===== src/rtl/port_rx_lookup_fsm_if.sv =====
// Handshake bundle between the port RX FIFO, lookup engine, ring tap and port_rx_lookup_fsm.
// master is the surrounding environment; slave is the FSM itself.
interface port_rx_lookup_fsm_if #(
    parameter int pdp_sz    = 64,
    parameter int num_ports = 4
);
    logic                 prx_srdy;
    logic [pdp_sz-1:0]    prx_data;
    logic                 prx_drdy;
    logic                 lkr_srdy;
    logic [47:0]          lkr_data;
    logic                 lkr_drdy;
    logic                 lks_srdy;
    logic [num_ports-1:0] lks_data;
    logic                 lks_drdy;
    logic                 lfli_srdy;
    logic [num_ports-1:0] lfli_data;
    logic                 lfli_drdy;
    logic                 lprx_srdy;
    logic [pdp_sz-1:0]    lprx_data;
    logic                 lprx_drdy;
    logic [15:0]          fwd_cnt;
    logic [15:0]          drop_cnt;

    modport master (
        output prx_srdy, prx_data, input  prx_drdy,
        input  lkr_srdy, lkr_data, output lkr_drdy,
        output lks_srdy, lks_data, input  lks_drdy,
        input  lfli_srdy, lfli_data, output lfli_drdy,
        input  lprx_srdy, lprx_data, output lprx_drdy,
        input  fwd_cnt, drop_cnt
    );

    modport slave (
        input  prx_srdy, prx_data, output prx_drdy,
        output lkr_srdy, lkr_data, input  lkr_drdy,
        input  lks_srdy, lks_data, output lks_drdy,
        output lfli_srdy, lfli_data, input  lfli_drdy,
        output lprx_srdy, lprx_data, input  lprx_drdy,
        output fwd_cnt, drop_cnt
    );
endinterface


===== src/rtl/port_rx_lookup_fsm.sv =====
// Per-port RX control: looks up the DA of each packet, hands the forwarding vector to the
// ring tap, then streams the packet through (or discards it when nobody else wants it).
module port_rx_lookup_fsm #(
    parameter int pdp_sz    = 64,
    parameter int num_ports = 4,
    parameter int portnum   = 0
) (
    input  logic                clk,
    input  logic                reset,
    port_rx_lookup_fsm_if.slave bus
);
    localparam logic [1:0] PCC_SOP = 2'b01;

    localparam logic [5:0] ST_IDLE = 6'b000001;
    localparam logic [5:0] ST_REQ  = 6'b000010;
    localparam logic [5:0] ST_WAIT = 6'b000100;
    localparam logic [5:0] ST_FLI  = 6'b001000;
    localparam logic [5:0] ST_PASS = 6'b010000;
    localparam logic [5:0] ST_DROP = 6'b100000;

    // A packet is never reflected back onto its own port.
    localparam logic [num_ports-1:0] OWN_MASK = num_ports'(1) << portnum;

    logic [5:0]           r_state;
    logic [5:0]           w_state_nxt;
    logic [47:0]          r_da;
    logic [num_ports-1:0] r_vec;
    logic [15:0]          r_fwd_cnt;
    logic [15:0]          r_drop_cnt;

    logic [1:0]           w_pcc;
    logic                 w_eop;
    logic                 w_prx_xfer;
    logic                 w_fwd_inc;
    logic                 w_drop_inc;

    logic                 w_prx_drdy;
    logic                 w_lkr_srdy;
    logic [47:0]          w_lkr_data;
    logic                 w_lks_drdy;
    logic                 w_lfli_srdy;
    logic [num_ports-1:0] w_lfli_data;
    logic                 w_lprx_srdy;
    logic [pdp_sz-1:0]    w_lprx_data;

    assign w_pcc      = bus.prx_data[pdp_sz-1 -: 2];
    // EOP and BADEOP both have the top code bit set; a mid-packet SOP is therefore plain data.
    assign w_eop      = w_pcc[1];
    assign w_prx_xfer = bus.prx_srdy & w_prx_drdy;
    assign w_fwd_inc  = (r_state == ST_PASS) & w_prx_xfer & w_eop;
    assign w_drop_inc = ((r_state == ST_IDLE) & w_prx_xfer) |
                        ((r_state == ST_DROP) & w_prx_xfer & w_eop);

    always_ff @(posedge clk) begin
        if (reset) r_state <= ST_IDLE;
        else       r_state <= w_state_nxt;
    end

    always_comb begin
        w_state_nxt = ST_IDLE;
        case (r_state)
            ST_IDLE: w_state_nxt = (bus.prx_srdy && w_pcc == PCC_SOP) ? ST_REQ : ST_IDLE;
            ST_REQ:  w_state_nxt = bus.lkr_drdy ? ST_WAIT : ST_REQ;
            ST_WAIT: w_state_nxt = bus.lks_srdy ? ST_FLI : ST_WAIT;
            ST_FLI:  w_state_nxt = !bus.lfli_drdy ? ST_FLI :
                                   (r_vec != '0) ? ST_PASS : ST_DROP;
            ST_PASS: w_state_nxt = (w_prx_xfer && w_eop) ? ST_IDLE : ST_PASS;
            ST_DROP: w_state_nxt = (w_prx_xfer && w_eop) ? ST_IDLE : ST_DROP;
            default: w_state_nxt = ST_IDLE;
        endcase
    end

    always_comb begin
        w_prx_drdy  = 1'b0;
        w_lkr_srdy  = 1'b0;
        w_lkr_data  = '0;
        w_lks_drdy  = 1'b0;
        w_lfli_srdy = 1'b0;
        w_lfli_data = '0;
        w_lprx_srdy = 1'b0;
        w_lprx_data = '0;
        case (r_state)
            // SOP is left in the FIFO so PASS can forward it as the first word.
            ST_IDLE: w_prx_drdy = bus.prx_srdy && (w_pcc != PCC_SOP);
            ST_REQ: begin
                w_lkr_srdy = 1'b1;
                w_lkr_data = r_da;
            end
            ST_WAIT: w_lks_drdy = 1'b1;
            ST_FLI: begin
                w_lfli_srdy = 1'b1;
                w_lfli_data = r_vec;
            end
            ST_PASS: begin
                w_lprx_srdy = bus.prx_srdy;
                w_lprx_data = bus.prx_srdy ? bus.prx_data : '0;
                w_prx_drdy  = bus.lprx_drdy;
            end
            ST_DROP: w_prx_drdy = 1'b1;
            default: ;
        endcase
    end

    always_ff @(posedge clk) begin
        if (reset) begin
            r_da       <= '0;
            r_vec      <= '0;
            r_fwd_cnt  <= '0;
            r_drop_cnt <= '0;
        end else begin
            if (r_state == ST_IDLE && bus.prx_srdy && w_pcc == PCC_SOP)
                r_da <= bus.prx_data[47:0];
            if (r_state == ST_WAIT && bus.lks_srdy)
                r_vec <= bus.lks_data & ~OWN_MASK;
            if (w_fwd_inc && r_fwd_cnt != 16'hFFFF)
                r_fwd_cnt <= r_fwd_cnt + 16'd1;
            if (w_drop_inc && r_drop_cnt != 16'hFFFF)
                r_drop_cnt <= r_drop_cnt + 16'd1;
        end
    end

    // Handshakes are held low while in reset so nothing transfers during it.
    assign bus.prx_drdy  = w_prx_drdy  & ~reset;
    assign bus.lkr_srdy  = w_lkr_srdy  & ~reset;
    assign bus.lkr_data  = reset ? '0 : w_lkr_data;
    assign bus.lks_drdy  = w_lks_drdy  & ~reset;
    assign bus.lfli_srdy = w_lfli_srdy & ~reset;
    assign bus.lfli_data = reset ? '0 : w_lfli_data;
    assign bus.lprx_srdy = w_lprx_srdy & ~reset;
    assign bus.lprx_data = reset ? '0 : w_lprx_data;
    assign bus.fwd_cnt   = r_fwd_cnt;
    assign bus.drop_cnt  = r_drop_cnt;
endmodule


===== src/flat_wrapper.sv =====
// flat-port wrapper written by rule: the top's interface ports become plain ports
module port_rx_lookup_fsm_flat 
#(
    parameter int pdp_sz    = 64,
    parameter int num_ports = 4,
    parameter int portnum   = 0
)
  (clk, reset, bus_prx_srdy, bus_prx_data, bus_prx_drdy, bus_lkr_srdy, bus_lkr_data, bus_lkr_drdy, bus_lks_srdy, bus_lks_data, bus_lks_drdy, bus_lfli_srdy, bus_lfli_data, bus_lfli_drdy, bus_lprx_srdy, bus_lprx_data, bus_lprx_drdy, bus_fwd_cnt, bus_drop_cnt);
  port_rx_lookup_fsm_if #(.pdp_sz(pdp_sz), .num_ports(num_ports)) bus_i ();
  input  logic clk;
  input  logic reset;
  input wire logic [$bits(bus_i.prx_srdy)-1:0] bus_prx_srdy;
  input wire logic [$bits(bus_i.prx_data)-1:0] bus_prx_data;
  output wire logic [$bits(bus_i.prx_drdy)-1:0] bus_prx_drdy;
  output wire logic [$bits(bus_i.lkr_srdy)-1:0] bus_lkr_srdy;
  output wire logic [$bits(bus_i.lkr_data)-1:0] bus_lkr_data;
  input wire logic [$bits(bus_i.lkr_drdy)-1:0] bus_lkr_drdy;
  input wire logic [$bits(bus_i.lks_srdy)-1:0] bus_lks_srdy;
  input wire logic [$bits(bus_i.lks_data)-1:0] bus_lks_data;
  output wire logic [$bits(bus_i.lks_drdy)-1:0] bus_lks_drdy;
  output wire logic [$bits(bus_i.lfli_srdy)-1:0] bus_lfli_srdy;
  output wire logic [$bits(bus_i.lfli_data)-1:0] bus_lfli_data;
  input wire logic [$bits(bus_i.lfli_drdy)-1:0] bus_lfli_drdy;
  output wire logic [$bits(bus_i.lprx_srdy)-1:0] bus_lprx_srdy;
  output wire logic [$bits(bus_i.lprx_data)-1:0] bus_lprx_data;
  input wire logic [$bits(bus_i.lprx_drdy)-1:0] bus_lprx_drdy;
  output wire logic [$bits(bus_i.fwd_cnt)-1:0] bus_fwd_cnt;
  output wire logic [$bits(bus_i.drop_cnt)-1:0] bus_drop_cnt;
  assign bus_i.prx_srdy = bus_prx_srdy;
  assign bus_i.prx_data = bus_prx_data;
  assign bus_prx_drdy = bus_i.prx_drdy;
  assign bus_lkr_srdy = bus_i.lkr_srdy;
  assign bus_lkr_data = bus_i.lkr_data;
  assign bus_i.lkr_drdy = bus_lkr_drdy;
  assign bus_i.lks_srdy = bus_lks_srdy;
  assign bus_i.lks_data = bus_lks_data;
  assign bus_lks_drdy = bus_i.lks_drdy;
  assign bus_lfli_srdy = bus_i.lfli_srdy;
  assign bus_lfli_data = bus_i.lfli_data;
  assign bus_i.lfli_drdy = bus_lfli_drdy;
  assign bus_lprx_srdy = bus_i.lprx_srdy;
  assign bus_lprx_data = bus_i.lprx_data;
  assign bus_i.lprx_drdy = bus_lprx_drdy;
  assign bus_fwd_cnt = bus_i.fwd_cnt;
  assign bus_drop_cnt = bus_i.drop_cnt;
  port_rx_lookup_fsm #(.pdp_sz(pdp_sz), .num_ports(num_ports), .portnum(portnum)) u_core (.clk(clk), .reset(reset), .bus(bus_i));
endmodule

===== config.mk =====
export PLATFORM = sky130hd
export DESIGN_NAME = port_rx_lookup_fsm_flat
export DESIGN_NICKNAME = d
export VERILOG_FILES = /design/src/rtl/port_rx_lookup_fsm_if.sv /design/src/rtl/port_rx_lookup_fsm.sv /design/src/flat_wrapper.sv
export SDC_FILE = /design/constraint.sdc
export NUM_CORES = 1
export LEC_CHECK = 0
export ABC_AREA = 1
export CAP_MARGIN = 30
export CORE_MARGIN = 2
export CORE_UTILIZATION = 25
export DETAILED_ROUTE_END_ITERATION = 6
export SLEW_MARGIN = 20
export SYNTH_ARGS = -nofsm -noshare
export SYNTH_HDL_FRONTEND = slang
export SYNTH_SLANG_ARGS = --single-unit

===== constraint.sdc =====
create_clock -name clk -period 2.3 [get_ports clk]
set_input_delay 0.575 -clock clk [delete_from_list [all_inputs] [get_ports clk]]
set_output_delay 0.575 -clock clk [all_outputs]
set_load 0.02 [all_outputs]

==> flow_metrics.tcl, run 1 <==
set metrics [dict create \
    status "finished with violations" \
    violations "negative setup slack" \
    post_synth_fa_ha_maj_area_fraction_pct 0.521 \
    detail-route-antenna-nets 0 \
    multi_input_comb_area_um2 2550 \
    maximum_number_of_pins_on_one_net_before_global_route_repair 50 \
    yosysSeqAreaShare_pct 37.1 \
    synthToLayoutAreaGrowth_pct 73.5 \
    totalWireLength_mm 15.9 \
    final-max-slew-violation-count 0 \
    fraction_of_the_cycle_the_final_worst_path_needs_pct 107 \
    crit_path_end_kind "primary output" \
    achievable_clock_frequency_mhz 407 \
    drive_gt1_share_pct 28.0 \
    worst_hold_path_type "reg2reg" \
    synth_area_in_compound_gates_pct 16.4 \
    synthTopCellsByArea "dfxtp_1 37%, nor2_1 12%, inv_1 11%, a21oi_1 8.2%, o21ai_0 7.0%" \
    synthesis.area_um2 4800 \
    number_of_core_rows 50 \
    finalNetCount 1088 \
    rr_startpoint "u_core.r_state[3]$_SDFF_PP0_" \
    syn_avg_cell_area_um2 6.50 \
    synth-simple-area-share_pct 27.3 \
    power.density_cell_area_nw_per_um2 434 \
    postLayoutCellArea_um2 8330 \
    setup_slack_ps -159 \
    rsz0062_at_grt "true" \
    master_of_the_slowest_instance_on_the_critical_path "dfxtp_2" \
    cts_made_buffers 9 \
    regArea_um2 1790 \
    detail_route.wirelength.met1_mm 6.83 \
    combinational_family_with_the_most_area_after_synthesis "simple AND/OR/NAND/NOR gates" \
    worst_r2r_path_depth 13 \
    clkSlewWorstSetupHoldPaths_ps 60 \
    met3_wirelength_um 904 \
    mostFrequentLayoutCells "141 x inv_1, 138 x buf_4, 111 x nor2_1, 103 x clkdlybuf4s50_1, 85 x dfxtp_1" \
    buffer_ports.inserted 225 \
    synth_cell_type_count 36 \
    top_area_cell_type_share_of_the_netlist_area_pct 37.1 \
    period_minus_slack_ps 2460 \
    worst_hold_margin_ps 450 \
    placedCellCount 1224 \
    share_of_synthesized_flip_flops_with_an_asynchronous_set_or_reset_pct 0 \
    final_cells 1250 \
    critPathTopFamily "simple AND/OR/NAND/NOR gates" \
    drtPass1Iterations 4 \
    cts_htree_levels 3 \
    synthXorXnorAreaFrac_pct 3.47 \
    drv_cap 0 \
    synth_enable_flop_cells 0 \
    worstSetupStartpointType "register" \
    worst_skew_pair.late_latency_ps 350 \
    pre_cts_ws_ps -775 \
    detail_route.drc_violations 0 \
    detailroute.wirelength.met2_mm 7.96 \
    fin_tns_setup_ps -9610 \
    grt_antenna_before_repair 0 \
    core_area_um2 18800 \
    cpPeakStageDelay_ps 340 \
    netlist.top_cell.by_area "dfxtp_1" \
    worstHoldStart "u_core.r_da[16]$_SDFFE_PP0P_" \
    tritoncts "done" \
    fp.dieW_um 143 \
    count_of_hold_buffers_inserted_by_post_cts_repair 0 \
    worstPathBufferInverterCount 5 \
    route.vias.total 5441 \
    timing.reg2reg.setup_slack_ps 470 \
    dpl-instance-area_um2 7780 \
    ctsLongestPathBuffers 2 \
    critical_path_required_ps 1730 \
    peakVddDrop_v 0.000318 \
    die_height_um 143 \
    total_power_mw 3.62 \
    postLayoutCoreUtil_pct 44.4 \
    timing.critical_path.cells "nor2_4 > nand2_2 > nor3_4 > inv_2 > nor3_4 > inv_4 > buf_4 > buf_12 > nor2_4 > buf_6" \
    gp_congestion 0.812 \
    leakage_power_summed_over_all_cells_nw 3.57 \
    floorplan.initialDensity_pct 25.6 \
    drt_first_iter_violations 191 \
    regToRegEndpoint "u_core.bus.fwd_cnt[5]$_SDFFE_PP0P_" \
    holdPathStages 2 \
    grt_util_all_layers_pct 15.1 \
    critical_path_peak_fanout 8 \
    antenna_cells_inserted 0 \
    worst_ep_arrival_time_ps 1880 \
    cts-root-buf "clkbuf_16" \
    post_detail_place_hpwl_mm 11.5 \
    post_synth_mux_area_share_pct 0 \
    clock-sinks 89 \
    synth_cells 738 \
    ys_seq_elements 89 \
    whs_endpoint "u_core.r_da[16]$_SDFFE_PP0P_" \
    wl_per_cell_um 12.7 \
    grt_first_pass_wirelength_mm 24.9 \
    syn_warnings 0 \
    number_of_global_route_vias_before_repair 5095 \
    yosys_most_used_dff "dfxtp_1" \
    hold_viol_final 0 \
    grt_residual_overflow 0 \
    floorplan.io_pins 228 \
    fill_cells 1917 \
    syn-num-nets 815 \
    post_drt_via_cell_ratio 4.35 \
    clock-skew-final_ps 7.93 \
    layout.cells.most_common "inv_1" \
    floorplan.die_area_um2 20300 \
    route.top_layer_used "met4" \
    final-setup-viol-count 81 \
    worst_setup_path_category "reg2out" \
]
-- logic make-up (layout without fill, tap and decap cells) --
kind of cell | after synthesis | after routing
simple gates | 286 | 286
buf+inv | 185 | 463
fa+ha+maj | 2 | 2
compound gates | 156 | 156
flops | 89 | 89
other cells | 1 | 1
xor+xnor | 19 | 19
-- registers in the layout, summed over array words and instances (netlist names) --
signal               count
u_core.r_vec             3
u_core.r_da             48
u_core.r_state           6
u_core.bus.drop_cnt     16
u_core.bus.fwd_cnt      16
-- report_power, final --
group	switching [mW]	total (mW)	internal, mW	leakage, nW
Combinational	0.224	0.462	0.238	2.70
Clock	0.688	1.54	0.854	0.144
Sequential	0.0181	1.61	1.59	0.724
-- area by class of cell --
| cell class | count | area share, % |
|---|---|---|
| Sequential cell | 89 | 21.5 |
| Clock inverter | 7 | 0.947 |
| Clock buffer | 9 | 2.71 |
| Timing Repair Buffer | 297 | 33.8 |
| Multi-Input combinational cell | 464 | 30.7 |
| Inverter | 150 | 6.85 |
| Tap cell | 234 | 3.52 |
-- per-layer routing --
metal | up-vias | global-route usage (%)
li1 | 2846 | -
met1 | 2413 | 18.8
met2 | 161 | 25.7
met3 | 21 | 3.67
met4 | 0 | 4.53
met5 | - | 0
-- worst reg2reg max path: stages (launching register included) --
cell and delay (ps):
dfxtp_2 340, nor2_4 140, buf_4 120, nand2_1 90, nor2_4 150, nand2_4 50
buf_4 130, nand3_2 70, buf_4 110, nand3_2 80, nor2_4 110, buf_4 160
nand3_1 70, a21oi_1 150
-- worst max path at each step --
stage | cells after the start | start | slack [ps] | to
after global routing | 9 | u_core.r_state[3]$_SDFF_PP0_ | -300 | bus_lprx_data[38]
final | 10 | u_core.r_state[3]$_SDFF_PP0_ | -160 | bus_lprx_data[10]
after CTS | 9 | u_core.r_state[3]$_SDFF_PP0_ | -170 | bus_lprx_data[32]
after floorplan | 8 | u_core.r_state[0]$_SDFF_PP1_ | 40 | bus_lprx_data[10]
after detailed placement | 6 | reset | -780 | bus_lkr_data[21]
after global placement | 6 | reset | -780 | bus_lkr_data[21]
-- what timing repair did --
item,4_1_cts,5_1_grt
resized for setup,625,85
endpoints found under the hold margin,0,0
cloned,1,3
pin swaps,1,0
setup buffers,2,4
setup endpoints to repair,120,118
-- synth_stat cells, types with 3 or more instances --
cell type / n
nand4_1: 9
nor2_1: 151
a31oi_1: 3
nor3_1: 11
dfxtp_1: 89
inv_1: 145
o21ai_0: 67
inv_2: 4
xnor2_1: 8
o21ai_1: 4
nand3_1: 33
clkbuf_1: 20
xor2_1: 11
buf_2: 12
nor2_4: 7
nand2_2: 5
nand2_1: 56
a21oi_1: 79
Power figures use the tool's default switching activity.
==> run 2, diff against run 1 <==
Settings changed: ABC_AREA 1 to unset, PLACE_DENSITY set to 0.55.
==> run 2 against run 1 <==
The run still ends with negative setup slack left. Worst hold slack improved by 6.4 ps. Sequential cell count stayed put. Sequential power about the same. Global-route usage up 1.8 points. First-iteration DRC count decreased by 6.3%. Synthesized cell count fell by 19%. Via count decreased by 2.6%. Largest cell class unchanged. Setup slack worse by 450 ps. Highest routed layer unchanged. Register-to-register slack got worse by 710 ps. Total power grew 0.74%. Critical path depth shrank 2. Wire length up 11%.
==> flow_metrics.tcl, run 2 <==
set metrics [dict create \
    share_clk_of_total_power_pct 43.2 \
    mostFrequentLayoutCells "143 x buf_6, 111 x and2_4, 110 x nand2_1, 104 x clkdlybuf4s50_1, 85 x buf_4" \
    setup_slack_ps -608 \
    cts_made_buffers 9 \
    achievable_clock_frequency_mhz 344 \
    core_area_um2 18000 \
    p_sw_share_pct 23.7 \
    worst_path_most_repeated_cell "buf_6" \
    worst_setup_path_category "reg2out" \
    maximum_number_of_pins_on_one_net_before_global_route_repair 59 \
    post_detail_place_hpwl_mm 11.5 \
    netlist.top_cell.by_area "dfxtp_1" \
    hold_viol_final 0 \
    worst_hold_path_type "reg2reg" \
    tritoncts "done" \
    number_of_global_route_vias_before_repair 4937 \
    antenna_cells_inserted 0 \
    synthTopCellsByArea "dfxtp_1 39%, and2_1 16%, nand2_1 9.0%, a21oi_1 7.1%, clkbuf_1 2.6%" \
    register_share_of_total_power_pct 43.8 \
    floorplan.die_area_um2 19500 \
    synth_cell_type_count 55 \
    drv_cap 0 \
    wl_per_cell_um 15.2 \
    fraction_of_the_cycle_the_final_worst_path_needs_pct 126 \
    syn-num-nets 675 \
    critPathTopFamily "simple AND/OR/NAND/NOR gates" \
    synth_cells 598 \
    largest_reg_flops 48 \
    fp.dieW_um 140 \
    detail_route.drc_violations 0 \
    post_drt_via_cell_ratio 4.56 \
    syn_warnings 0 \
    registers.top_by_ff_count "u_core.r_da" \
    yosysSeqAreaShare_pct 38.7 \
    route.vias.total 5297 \
    drive_gt1_share_pct 47.8 \
    number_of_core_rows 49 \
    postLayoutCoreUtil_pct 52.8 \
    share_of_synthesized_flip_flops_with_an_asynchronous_set_or_reset_pct 0 \
    worst_ep_arrival_time_ps 2330 \
    yosysMostFrequentCell "and2_1" \
    leakage_power_summed_over_all_cells_nw 3.82 \
    worst_hold_margin_ps 456 \
    clkSlewWorstSetupHoldPaths_ps 70 \
    syn_avg_cell_area_um2 7.70 \
    drtPass1Iterations 4 \
    layout.cells.most_common "buf_6" \
    gp_congestion 0.757 \
    cpPeakStageDelay_ps 530 \
    status "finished with violations" \
    critical_path_required_ps 1730 \
    rsz0062_at_grt "true" \
    timing.critical_path.cells "or4_4 > or2_4 > nor3b_4 > buf_6 > buf_12 > clkbuf_16 > and2_4 > buf_6" \
    peakVddDrop_v 0.000385 \
    top_area_cell_type_share_of_the_netlist_area_pct 38.7 \
    combPwrFrac_pct 12.9 \
    grt_first_pass_wirelength_mm 26.8 \
    critical_path_peak_fanout 7 \
    totalWireLength_mm 17.7 \
    cts_htree_levels 3 \
    master_of_the_slowest_instance_on_the_critical_path "or4_4" \
    ctsLongestPathBuffers 2 \
    worst_skew_pair.late_latency_ps 340 \
    power.net_switching_mw 0.864 \
    violations "negative setup slack" \
    period_minus_slack_ps 2910 \
    worstPathBufferInverterCount 4 \
    grt_antenna_before_repair 0 \
    power.density_cell_area_nw_per_um2 383 \
    detail-route-antenna-nets 0 \
    grt_residual_overflow 0 \
    finalNetCount 1005 \
    floorplan.initialDensity_pct 25.5 \
    final-max-slew-violation-count 0 \
    synthToLayoutAreaGrowth_pct 107 \
    top_cells_by_instance_count_after_synthesis "118 x and2_1, 110 x nand2_1, 89 x dfxtp_1" \
    ys_seq_elements 89 \
    crit_path_end_kind "primary output" \
    clock-sinks 89 \
    floorplan.io_pins 228 \
    drt_first_iter_violations 179 \
    cts-root-buf "clkbuf_16" \
    final-setup-viol-count 132 \
    worst_slew_pin_slew_ps 923 \
    fill_cells 1717 \
    max_slew_margin_pct 37.7 \
    buffer_ports.inserted 225 \
    synth_enable_flop_cells 0 \
    yosys_most_used_dff "dfxtp_1" \
    synthesis.area_um2 4600 \
    count_of_hold_buffers_inserted_by_post_cts_repair 0 \
    die_height_um 140 \
    clock-skew-final_ps 6.28 \
    worstSetupStartpointType "register" \
    power_report.internal_total_mw 2.78 \
    grt_util_all_layers_pct 16.9 \
]
==> run 2: cell count changes in the layout (fill, tap and decap cells not counted), moves of 24 or more <==
cell / before / now
a21oi_1: 79 / 55
and2_4: 0 / 111
buf_4: 138 / 85
buf_6: 33 / 143
inv_1: 141 / 6
nand2_1: 55 / 110
nor2_1: 111 / 25
nor2_4: 36 / 3
o21ai_0: 67 / 8
==> run 2: final timing paths <==
kind              depth (start not counted)                         start  slack (ps)                                 end
hold / removal                            2   u_core.r_da[0]$_SDFFE_PP0P_         460         u_core.r_da[0]$_SDFFE_PP0P_
hold reg to reg                           2   u_core.r_da[0]$_SDFFE_PP0P_         460         u_core.r_da[0]$_SDFFE_PP0P_
setup reg to reg                          8  u_core.r_state[0]$_SDFF_PP1_        -240  u_core.bus.fwd_cnt[6]$_SDFFE_PP0P_
setup / recovery                          8  u_core.r_state[0]$_SDFF_PP1_        -610                   bus_lprx_data[43]
==> run 2: final cells by class <==
cell class / instances / area [um2] / share of cell area, %
tap: 229 / 287 / 3.01
sequential: 89 / 1790 / 18.8
clock buffer: 13 / 270 / 2.84
multi-input combinational: 464 / 3270 / 34.4
timing repair buffer: 358 / 3820 / 40.2
clock inverter: 3 / 47.5 / 0.500
inverter: 6 / 22.5 / 0.237
==> run 2: cell families after synthesis <==
family / count (synthesis) / share of synthesized area (%)
simple gates: 336 / 38.9
other cells: 1 / 0.0815
flops: 89 / 38.7
compound gates: 108 / 13.9
buf+inv: 45 / 4.32
xor+xnor: 10 / 1.90
mux: 7 / 1.60
fa+ha+maj: 2 / 0.544
==> run 2: layer usage <==
metal,wire length (um),vias up,track usage (%),share of wire [%]
li1,-,2700,-,-
met1,7660,2439,21.1,43
met2,8910,147,29.6,50
met3,960,11,3.75,5.4
met4,153,0,4.05,0.87
met5,0,-,0,0
==> run 2: worst reg2reg max path, delay by kind of cell (launching register included) <==
| kind | cells | cell delay, ps |
|---|---|---|
| buffers and inverters | 3 | 420 |
| flip-flops | 1 | 320 |
| multiplexers | 1 | 320 |
| AND/OR/NAND/NOR | 4 | 1380 |
==> run 2: power groups by stage <==
| stage | Clock (mW) | Combinational, mW | Sequential, mW |
|---|---|---|---|
| 2_1_floorplan | 0 | 0.135 | 1.63 |
| 3_3_place_gp | 0 | 0.427 | 1.63 |
| 3_5_place_dp | 0 | 0.427 | 1.63 |
| 4_1_cts | 1.62 | 0.443 | 1.59 |
| 5_1_grt | 1.69 | 0.510 | 1.60 |
| 6_report | 1.58 | 0.472 | 1.60 |
==> run 2: through the flow <==
stage	total power [mW]	cell area, um2	setup slack, ps	setup TNS, ps	std cells
after floorplan	1.76	4850	-198	-11420	598
after global placement	2.05	8000	-712	-66700	1110
after detailed placement	2.05	8000	-740	-66100	1110
after CTS	3.66	8910	-636	-57120	1150
after global routing	3.79	9510	-684	-58290	1162
final	3.64	9510	-608	-46920	1162
==> run 2: timing repair <==
item / CTS / global route
cloned: 6 / 1
buffers inserted: 19 / 17
pin swaps: 35 / 75
endpoints found under the setup margin: 131 / 148
endpoints found under the hold margin: 0 / 0
gates resized for setup: 688 / 190
